===== src/rtl/uart_tx_mmio.sv =====
// Purpose: memory-mapped 8N1 UART transmitter on the dmem port, with a TX FIFO and a STATUS register.
// Latency: reads are combinational (0 cycles); a pushed byte starts its start bit one cycle after the push edge.
// Backpressure: none on the bus; a store into a full FIFO (with no pop that cycle) is dropped and sets sticky overflow.
//
// Ports:
//   clk, reset  - clock; synchronous active-high reset (aborts any frame, empties the FIFO)
//   addr        - dmem byte address; [XLEN-1:4] selects the window, [3:2] the register, [1:0] ignored
//   wdata, we   - dmem store data (lane-aligned) and write enable
//   hit         - combinational: address falls in this block's 16-byte window
//   rdata       - combinational read data, 0 when not hit
//   tx          - registered serial output, idle high, LSB first
//
// Register map (offset = addr[3:2] * 4):
//   0x0 TXDATA  W: push wdata[7:0]        R: 0
//   0x4 STATUS  R: [0] full, [1] idle, [2] overflow, [8 +: PW+1] count
//               W: bit2 = 1 clears overflow
//   0x8, 0xC    R: 0, writes ignored

module uart_tx_mmio #(
    parameter int                XLEN         = 32,
    parameter logic [XLEN-1:0]   BASE_ADDR    = 32'h0001_0000,
    parameter int                CLKS_PER_BIT = 16,
    parameter int                FIFO_DEPTH   = 8
) (
    input  logic            clk,
    input  logic            reset,
    input  logic [XLEN-1:0] addr,
    input  logic [XLEN-1:0] wdata,
    input  logic            we,
    output logic            hit,
    output logic [XLEN-1:0] rdata,
    output logic            tx
);

    localparam int PW     = $clog2(FIFO_DEPTH);
    localparam int CW     = PW + 1;
    localparam int BAUD_W = $clog2(CLKS_PER_BIT);

    localparam logic [CW-1:0]     DEPTH_C     = CW'(FIFO_DEPTH);
    localparam logic [BAUD_W-1:0] BAUD_RELOAD = BAUD_W'(CLKS_PER_BIT - 1);

    localparam logic [1:0] OFF_TXDATA = 2'd0;
    localparam logic [1:0] OFF_STATUS = 2'd1;

    typedef enum logic [1:0] {
        ST_IDLE  = 2'd0,
        ST_START = 2'd1,
        ST_DATA  = 2'd2,
        ST_STOP  = 2'd3
    } tx_state_t;

    // ------------------------------------------------------------------
    // Address decode
    // ------------------------------------------------------------------
    logic [1:0] offset;
    logic       push_req;
    logic       ovf_clr;

    assign hit      = (addr[XLEN-1:4] == BASE_ADDR[XLEN-1:4]);
    assign offset   = addr[3:2];
    assign push_req = hit & we & (offset == OFF_TXDATA);
    assign ovf_clr  = hit & we & (offset == OFF_STATUS) & wdata[2];

    // Byte-lane and sub-word address bits carry no information here.
    logic unused_bits;
    assign unused_bits = ^{addr[1:0], wdata[XLEN-1:8]};

    // ------------------------------------------------------------------
    // TX FIFO state
    // ------------------------------------------------------------------
    logic [7:0]    fifo_mem [FIFO_DEPTH];
    logic [PW-1:0] wr_ptr;
    logic [PW-1:0] rd_ptr;
    logic [CW-1:0] count;
    logic          overflow;

    logic          fifo_full;
    logic          fifo_empty;
    logic          pop;
    logic          push_ok;
    logic          ovf_set;

    assign fifo_full  = (count == DEPTH_C);
    assign fifo_empty = (count == '0);

    // A pop in the same cycle frees the slot the push needs, so a full
    // FIFO still accepts the byte and the count stays put.
    assign push_ok = push_req & (~fifo_full | pop);
    assign ovf_set = push_req & ~push_ok;

    // ------------------------------------------------------------------
    // TX FSM state
    // ------------------------------------------------------------------
    tx_state_t         state;
    tx_state_t         state_next;
    logic [BAUD_W-1:0] baud;
    logic [BAUD_W-1:0] baud_next;
    logic [2:0]        bit_idx;
    logic [2:0]        bit_idx_next;
    logic [7:0]        shift;
    logic [7:0]        shift_next;
    logic              tx_next;

    always_comb begin
        state_next   = state;
        baud_next    = baud;
        bit_idx_next = bit_idx;
        shift_next   = shift;
        pop          = 1'b0;

        case (state)
            ST_IDLE: begin
                if (!fifo_empty) begin
                    pop          = 1'b1;
                    shift_next   = fifo_mem[rd_ptr];
                    bit_idx_next = 3'd0;
                    baud_next    = BAUD_RELOAD;
                    state_next   = ST_START;
                end
            end
            ST_START: begin
                if (baud == '0) begin
                    baud_next  = BAUD_RELOAD;
                    state_next = ST_DATA;
                end else begin
                    baud_next = baud - 1'b1;
                end
            end
            ST_DATA: begin
                if (baud == '0) begin
                    baud_next    = BAUD_RELOAD;
                    shift_next   = {1'b0, shift[7:1]};
                    bit_idx_next = bit_idx + 3'd1;
                    if (bit_idx == 3'd7) begin
                        state_next = ST_STOP;
                    end
                end else begin
                    baud_next = baud - 1'b1;
                end
            end
            ST_STOP: begin
                if (baud == '0) begin
                    baud_next  = BAUD_RELOAD;
                    state_next = ST_IDLE;
                end else begin
                    baud_next = baud - 1'b1;
                end
            end
            default: begin
                state_next = ST_IDLE;
            end
        endcase

        // tx is registered from the next state so the line changes on the
        // same edge the FSM enters a state (start bit begins at pop edge).
        case (state_next)
            ST_START: tx_next = 1'b0;
            ST_DATA:  tx_next = shift_next[0];
            default:  tx_next = 1'b1;
        endcase
    end

    always_ff @(posedge clk) begin
        if (reset) begin
            state   <= ST_IDLE;
            baud    <= '0;
            bit_idx <= '0;
            shift   <= '0;
            tx      <= 1'b1;
        end else begin
            state   <= state_next;
            baud    <= baud_next;
            bit_idx <= bit_idx_next;
            shift   <= shift_next;
            tx      <= tx_next;
        end
    end

    // ------------------------------------------------------------------
    // FIFO pointers, count and overflow flag
    // ------------------------------------------------------------------
    always_ff @(posedge clk) begin
        if (reset) begin
            wr_ptr   <= '0;
            rd_ptr   <= '0;
            count    <= '0;
            overflow <= 1'b0;
        end else begin
            if (push_ok) begin
                wr_ptr <= wr_ptr + 1'b1;
            end
            if (pop) begin
                rd_ptr <= rd_ptr + 1'b1;
            end
            case ({push_ok, pop})
                2'b10:   count <= count + 1'b1;
                2'b01:   count <= count - 1'b1;
                default: count <= count;
            endcase
            // Set takes priority over a clear landing in the same cycle.
            if (ovf_set) begin
                overflow <= 1'b1;
            end else if (ovf_clr) begin
                overflow <= 1'b0;
            end
        end
    end

    // Storage is not reset; the pointers define which entries are valid.
    // On a push+pop at full both pointers address the same slot: the pop
    // reads the old byte combinationally before this write lands.
    always_ff @(posedge clk) begin
        if (push_ok) begin
            fifo_mem[wr_ptr] <= wdata[7:0];
        end
    end

    // ------------------------------------------------------------------
    // Read path
    // ------------------------------------------------------------------
    logic tx_idle;
    assign tx_idle = fifo_empty & (state == ST_IDLE);

    always_comb begin
        rdata = '0;
        if (hit && (offset == OFF_STATUS)) begin
            rdata[0]      = fifo_full;
            rdata[1]      = tx_idle;
            rdata[2]      = overflow;
            rdata[8 +: CW] = count;
        end
    end

endmodule

===== config.mk =====
export PLATFORM = sky130hd
export DESIGN_NAME = uart_tx_mmio
export DESIGN_NICKNAME = d
export VERILOG_FILES = /design/src/rtl/uart_tx_mmio.sv
export SDC_FILE = /design/constraint.sdc
export NUM_CORES = 1
export LEC_CHECK = 0
export CAP_MARGIN = 15
export CORE_ASPECT_RATIO = 2
export CORE_MARGIN = 5
export CORE_UTILIZATION = 40
export DETAILED_ROUTE_END_ITERATION = 10
export HOLD_SLACK_MARGIN = 0.02
export MAX_ROUTING_LAYER = met4
export PLACE_DENSITY = 0.69
export SETUP_SLACK_MARGIN = 0.02
export SLEW_MARGIN = 30
export SYNTH_ARGS = -nofsm -noshare
export SYNTH_HDL_FRONTEND = slang
export SYNTH_SLANG_ARGS = --single-unit

===== constraint.sdc =====
create_clock -name clk -period 4.9 [get_ports clk]
set_input_delay 0.735 -clock clk [delete_from_list [all_inputs] [get_ports clk]]
set_output_delay 0.735 -clock clk [all_outputs]
set_load 0.005 [all_outputs]

; ---- After elaboration in Yosys (flattened, before gate mapping)
; Memories as Yosys holds them, arrays and structs flattened. A register that Yosys moved wholly into a read port is not among the register bits.
; Cells that the tools add are included.
[classes]
n_addsub = 6
n_eq_ne = 13
n_mux = 27
n_bitwise = 10
reduce_logical = 10
[ops]
columns = op, n
row1 = $eq 28x13->1 const B, 1
row2 = $mux 8, 2
row3 = $pmux 4 s2, 2
row4 = $pmux 8 s2, 1
row5 = $mux 3, 5
row6 = $mux 4, 3
row7 = $mux 2, 5
row8 = $add 3x1->3 const B, 3
row9 = $eq 2x1->1 const B, 4
row10 = $eq 2x2->1 const B, 4
row11 = $logic_not 4->1, 2
row12 = $pmux 2 s4, 1
row13 = $sub 4x1->4 const B, 2
row14 = $and 1x1->1, 7
row15 = $mux 1, 6
row16 = $pmux 3 s2, 1
row17 = $reduce_bool 2->1, 3
row18 = $add 4x1->4 const B, 1
row19 = $eq 4x4->1 const B, 1
row20 = $logic_not 2->1, 2
row21 = $ne 2x2->1 const B, 2
row22 = $eq 3x3->1 const B, 1
row23 = $reduce_and 3->1, 1
row24 = $reduce_or 3->1, 1
row25 = other kinds (4), 5
[word_totals]
register_bits = 29
ramBits = 64
out_inout_bits = 34
elab_cells = 77
mem_count = 1
[mem_list]
columns = memory, depth, width, read_ports, rd_clocked_by_memory_dff, wr, line
row1 = fifo_mem, 8, 8, 1, 1, 1, 71  ; logic [7:0] fifo_mem [FIFO_DEPTH];

; ---- Logic depth before layout (Yosys ltp)
[depth]
depth_word = 8
ltp_mapped = 12

; ---- Worst setup path before layout
; OpenSTA, ideal clock, no wires.
[synth_timing]
path_type = in2reg
startpoint = in addr[27]
endpoint = mem fifo_mem[2][0], enable pin
t_arrival_ns = 3.164
t_required_ns = 4.502
slack_ns = 1.338
path_stages = 5
cell_sequence = or4_1 or4b_4 nor3_4 nand2b_1 nor4b_1
[synth_via]
elab_chain_cells = 6
[synth_lines]
columns = item, line
row1 = start: declaration, 27  ; input logic [XLEN-1:0] addr,
row2 = $eq 28x13->1, 59  ; assign hit = (addr[XLEN-1:4] == BASE_ADDR[XLEN-1:4]);
row3 = $and 1x1->1 (2 in series), 61  ; assign push_req = hit & we & (offset == OFF_TXDATA);
row4 = $and 1x1->1, 88  ; assign push_ok = push_req & (~fifo_full | pop);
row5 = $mux 1, 213  ; if (push_ok) begin
row6 = $mux 1 (implied by the code), 214  ; fifo_mem[wr_ptr] <= wdata[7:0];
row7 = end: declaration, 71
; No other way between the ends.

; ---- Final worst setup path
[layout_timing]
startpoint = in addr[14]
endpoint = out rdata[2]
[layout_via]
elab_chain_cells = 3
[layout_lines]
columns = item, line
row1 = $eq 28x13->1, 59
row2 = $logic_and 1x1->1, 226  ; if (hit && (offset == OFF_STATUS)) begin
row3 = $mux 3, 226
row4 = end: declaration, 31  ; output logic [XLEN-1:0] rdata,
; No other way between the ends.

==> out/summary.txt <==
Worst setup EP type - output pin
Sw Pwr - 798.2 µW
First-pass GRT wire length - 13.41 mm
Hold-critical path depth - 2
Post-synth EDFFs - 64
N_diodes - 0
HP Class - reg -> reg
Internal power - 1652 µW
Worst ir drop on vdd - 252.0 µV
Total gr overflow - 0
CP max stage cell - nor4_1
P_leak - 0.001788 µW
Critical Path Source Type - primary input
Worst Min Path Start - rd_ptr[1]
Final hold violations - 0
# IOs - 101
Clk Tree Root Cell - clkbuf_16
Cts bufs inserted - 9
Initial antenna violation count - 0
Reg2reg path depth - 10
Routed wire length - 8.291 mm
Post-CTS setup buffer count - 0
Outcome - finished clean
Largest net degree at the start of global routing - 34
Core area - 10480 µm²
CTS max path bufs - 2
Row cnt - 53
Seq cells post-synth - 96
Die area - 12890 µm²
Setup Skew - 7.732 ps
# DRC - 0
Max transition margin - 48.07%
Die Ht - 155.7 µm
Worst skew pair latency - 340 ps
Post-Syn Area - 4243 µm²
Port buffer count - 49
R2r setup slk - 2020 ps
Max-Cap Viols - 0
Area leader, netlist - edfxtp_1
Hold_buf cts - 0
Pwr Density - 477.4 nW/µm²
Worst path cell trace - clkdlybuf4s50_1 > nor4b_1 > nand4_1 > nor4_1 > inv_1 > nor2_1 > clkdlybuf4s50_1
H-tree depth reported by CTS - 3
Area added between synthesis and finish - 20.97%
Switch share - 32.58%
Fraction of the yosys area taken by sequential cells - 60.40%
FF-to-FF End - count[3]
Setup TNS - 0 ps
Most frequent cell on the critical path - clkdlybuf4s50_1
Cell count after synthesis - 315
Comb power frac - 28.1%
Setup-failing EPs final - 0
Most frequent cells in the layout - edfxtp_1, clkdlybuf4s50_1, nor2_1
Crit path DAT - 3510 ps
Antenna viol nets, final - 0
Worst-Margin Slew - 777.2 ps
Top-area cell type share of the netlist area - 45.30%
Commonest non-fill, non-tap cell in the layout - edfxtp_1
Routed WL per cell - 16.16 µm
Detailed Place HPWL - 6.030 mm
Crit Path Max Fanout - 5
Max incr delay on CP - 780 ps
Iter 0 DRT Violations - 168
GPL Wtd Cong - 0.7310
Net count, final - 446
FFs w/ async S/R, synth - 0%
Yosys cell types - 48
Crit share post-route - 86.68%
Clock power share - 28.7%
Final Cell Area - 5132 µm²
Post_cts resized - 0
Crit Path Category - in -> out
Pre-antenna DRT Iters - 4
Vias in the first global route - 2680
RSZ-0062 raised after global routing - no
Total GRT Usage - 13.86%
Via density - 5.010
Fill cell count - 940
Final Max Slew Viols - 0
Most area-consuming cells after synthesis - edfxtp_1, dfxtp_1, mux4_2
Layout cell share with drive strength beyond 1 - 13.83%
Synth Warn # - 0
Min cycle time layout - 4247 ps
Via count - 2570
Clock Pin Slew Worst Setup and Hold Paths - 70 ps
CTS tree - done
Die X - 82.83 µm
Syn Area/Cell - 13.47 µm²
R2r startpoint - state[1]
Initial Utilization - 40.49%
Achievable frequency - 235.4 MHz
Synth Flop Type - edfxtp_1
DP Area - 4821 µm²
Clock Sinks - 96
Seq pwr share - 43.2%
WP data required - 4160 ps
==> critical path, delay by kind of cell <==
kind	cells	cell delay (ps)
buffers and inverters	3	1140
AND/OR/NAND/NOR	4	1630
==> metal layers <==
metal	vias up	track usage, %	wire length [µm]
met5	-	-	0
met3	11	2.061	245
li1	1243	-	-
met1	1271	13.31	2872
met4	0	7.327	187
met2	45	26.23	4985
==> synthesized netlist by cell type, types with 3 or more instances <==
library cell	instances
nand2b_1	4
mux2_2	3
a21oi_1	7
a221oi_1	6
edfxtp_1	64
nor3b_1	3
xnor2_1	4
mux2i_1	12
ha_1	7
inv_1	8
mux4_2	16
dfxtp_1	32
clkbuf_1	8
nor4b_1	3
nand2_1	14
nor4_1	8
and2_1	3
nor2_1	42
nor3_1	9
buf_4	25
==> area by class of cell <==
type / instances / area, µm² / area share (%)
flip-flops and latches: 96 / 2564 / 49.95
clock inverters: 7 / 86.33 / 1.682
repair buffers: 57 / 545.5 / 10.63
clock buffers: 9 / 225.2 / 4.388
inverters: 8 / 30.03 / 0.5851
multi-input cells: 199 / 1510 / 29.42
well taps: 137 / 171.4 / 3.340
==> flip-flops by register name, summed over array words and instances, names as in the netlist, 2 cells and up, named ones only <==
signal / cells
baud: 4
bit_idx: 3
count: 4
fifo_mem: 64
rd_ptr: 3
shift: 8
state: 2
wr_ptr: 3
==> cell families (layout without fill, tap and decap cells) <==
kind of cell               after synthesis  count (layout)  share of synthesized area, %
buffers and inverters                   44              81                         6.134
DFF                                     96              96                         60.39
muxes                                   32              32                         12.39
xor gates and xnor gates                 6               6                         1.239
adders and majority gates                8               8                         2.536
AOI/OAI and AO/OA                       27              27                         4.659
other                                    1              25                       0.08838
and+or+nand+nor                        101             101                         12.56
==> power groups by stage <==
stage / clock network, µW / logic (µW) / registers [µW]
2_1_floorplan: 0 / 586 / 1010
3_3_place_gp: 0 / 668 / 1070
3_5_place_dp: 0 / 694 / 1080
4_1_cts: 726 / 698 / 1060
5_1_grt: 765 / 783 / 1070
6_report: 704 / 689 / 1060
==> metrics by stage <==
step	total power (µW)	util (%)	hold WS (ps)	setup slack, ps	std cells
after floorplan	1598	-	449.8	1338	339
after global placement	1738	46.05	461.4	716.5	497
after detailed placement	1770	46.01	480.6	635.7	497
after CTS	2485	48.99	490.3	605.7	513
after global routing	2623	48.99	514.3	507.5	513
final	2450	48.99	487.9	652.7	513
==> worst max path at each step <==
| stage | cells after the start | end | from |
|---|---|---|---|
| after floorplan | 5 | fifo_mem[2][0] | addr[27] |
| after global placement | 7 | rdata[2] | addr[14] |
| after detailed placement | 7 | rdata[2] | addr[14] |
| after CTS | 7 | rdata[8] | addr[14] |
| after global routing | 7 | rdata[2] | addr[12] |
| final | 7 | rdata[2] | addr[14] |
Power figures use the tool's default switching activity.
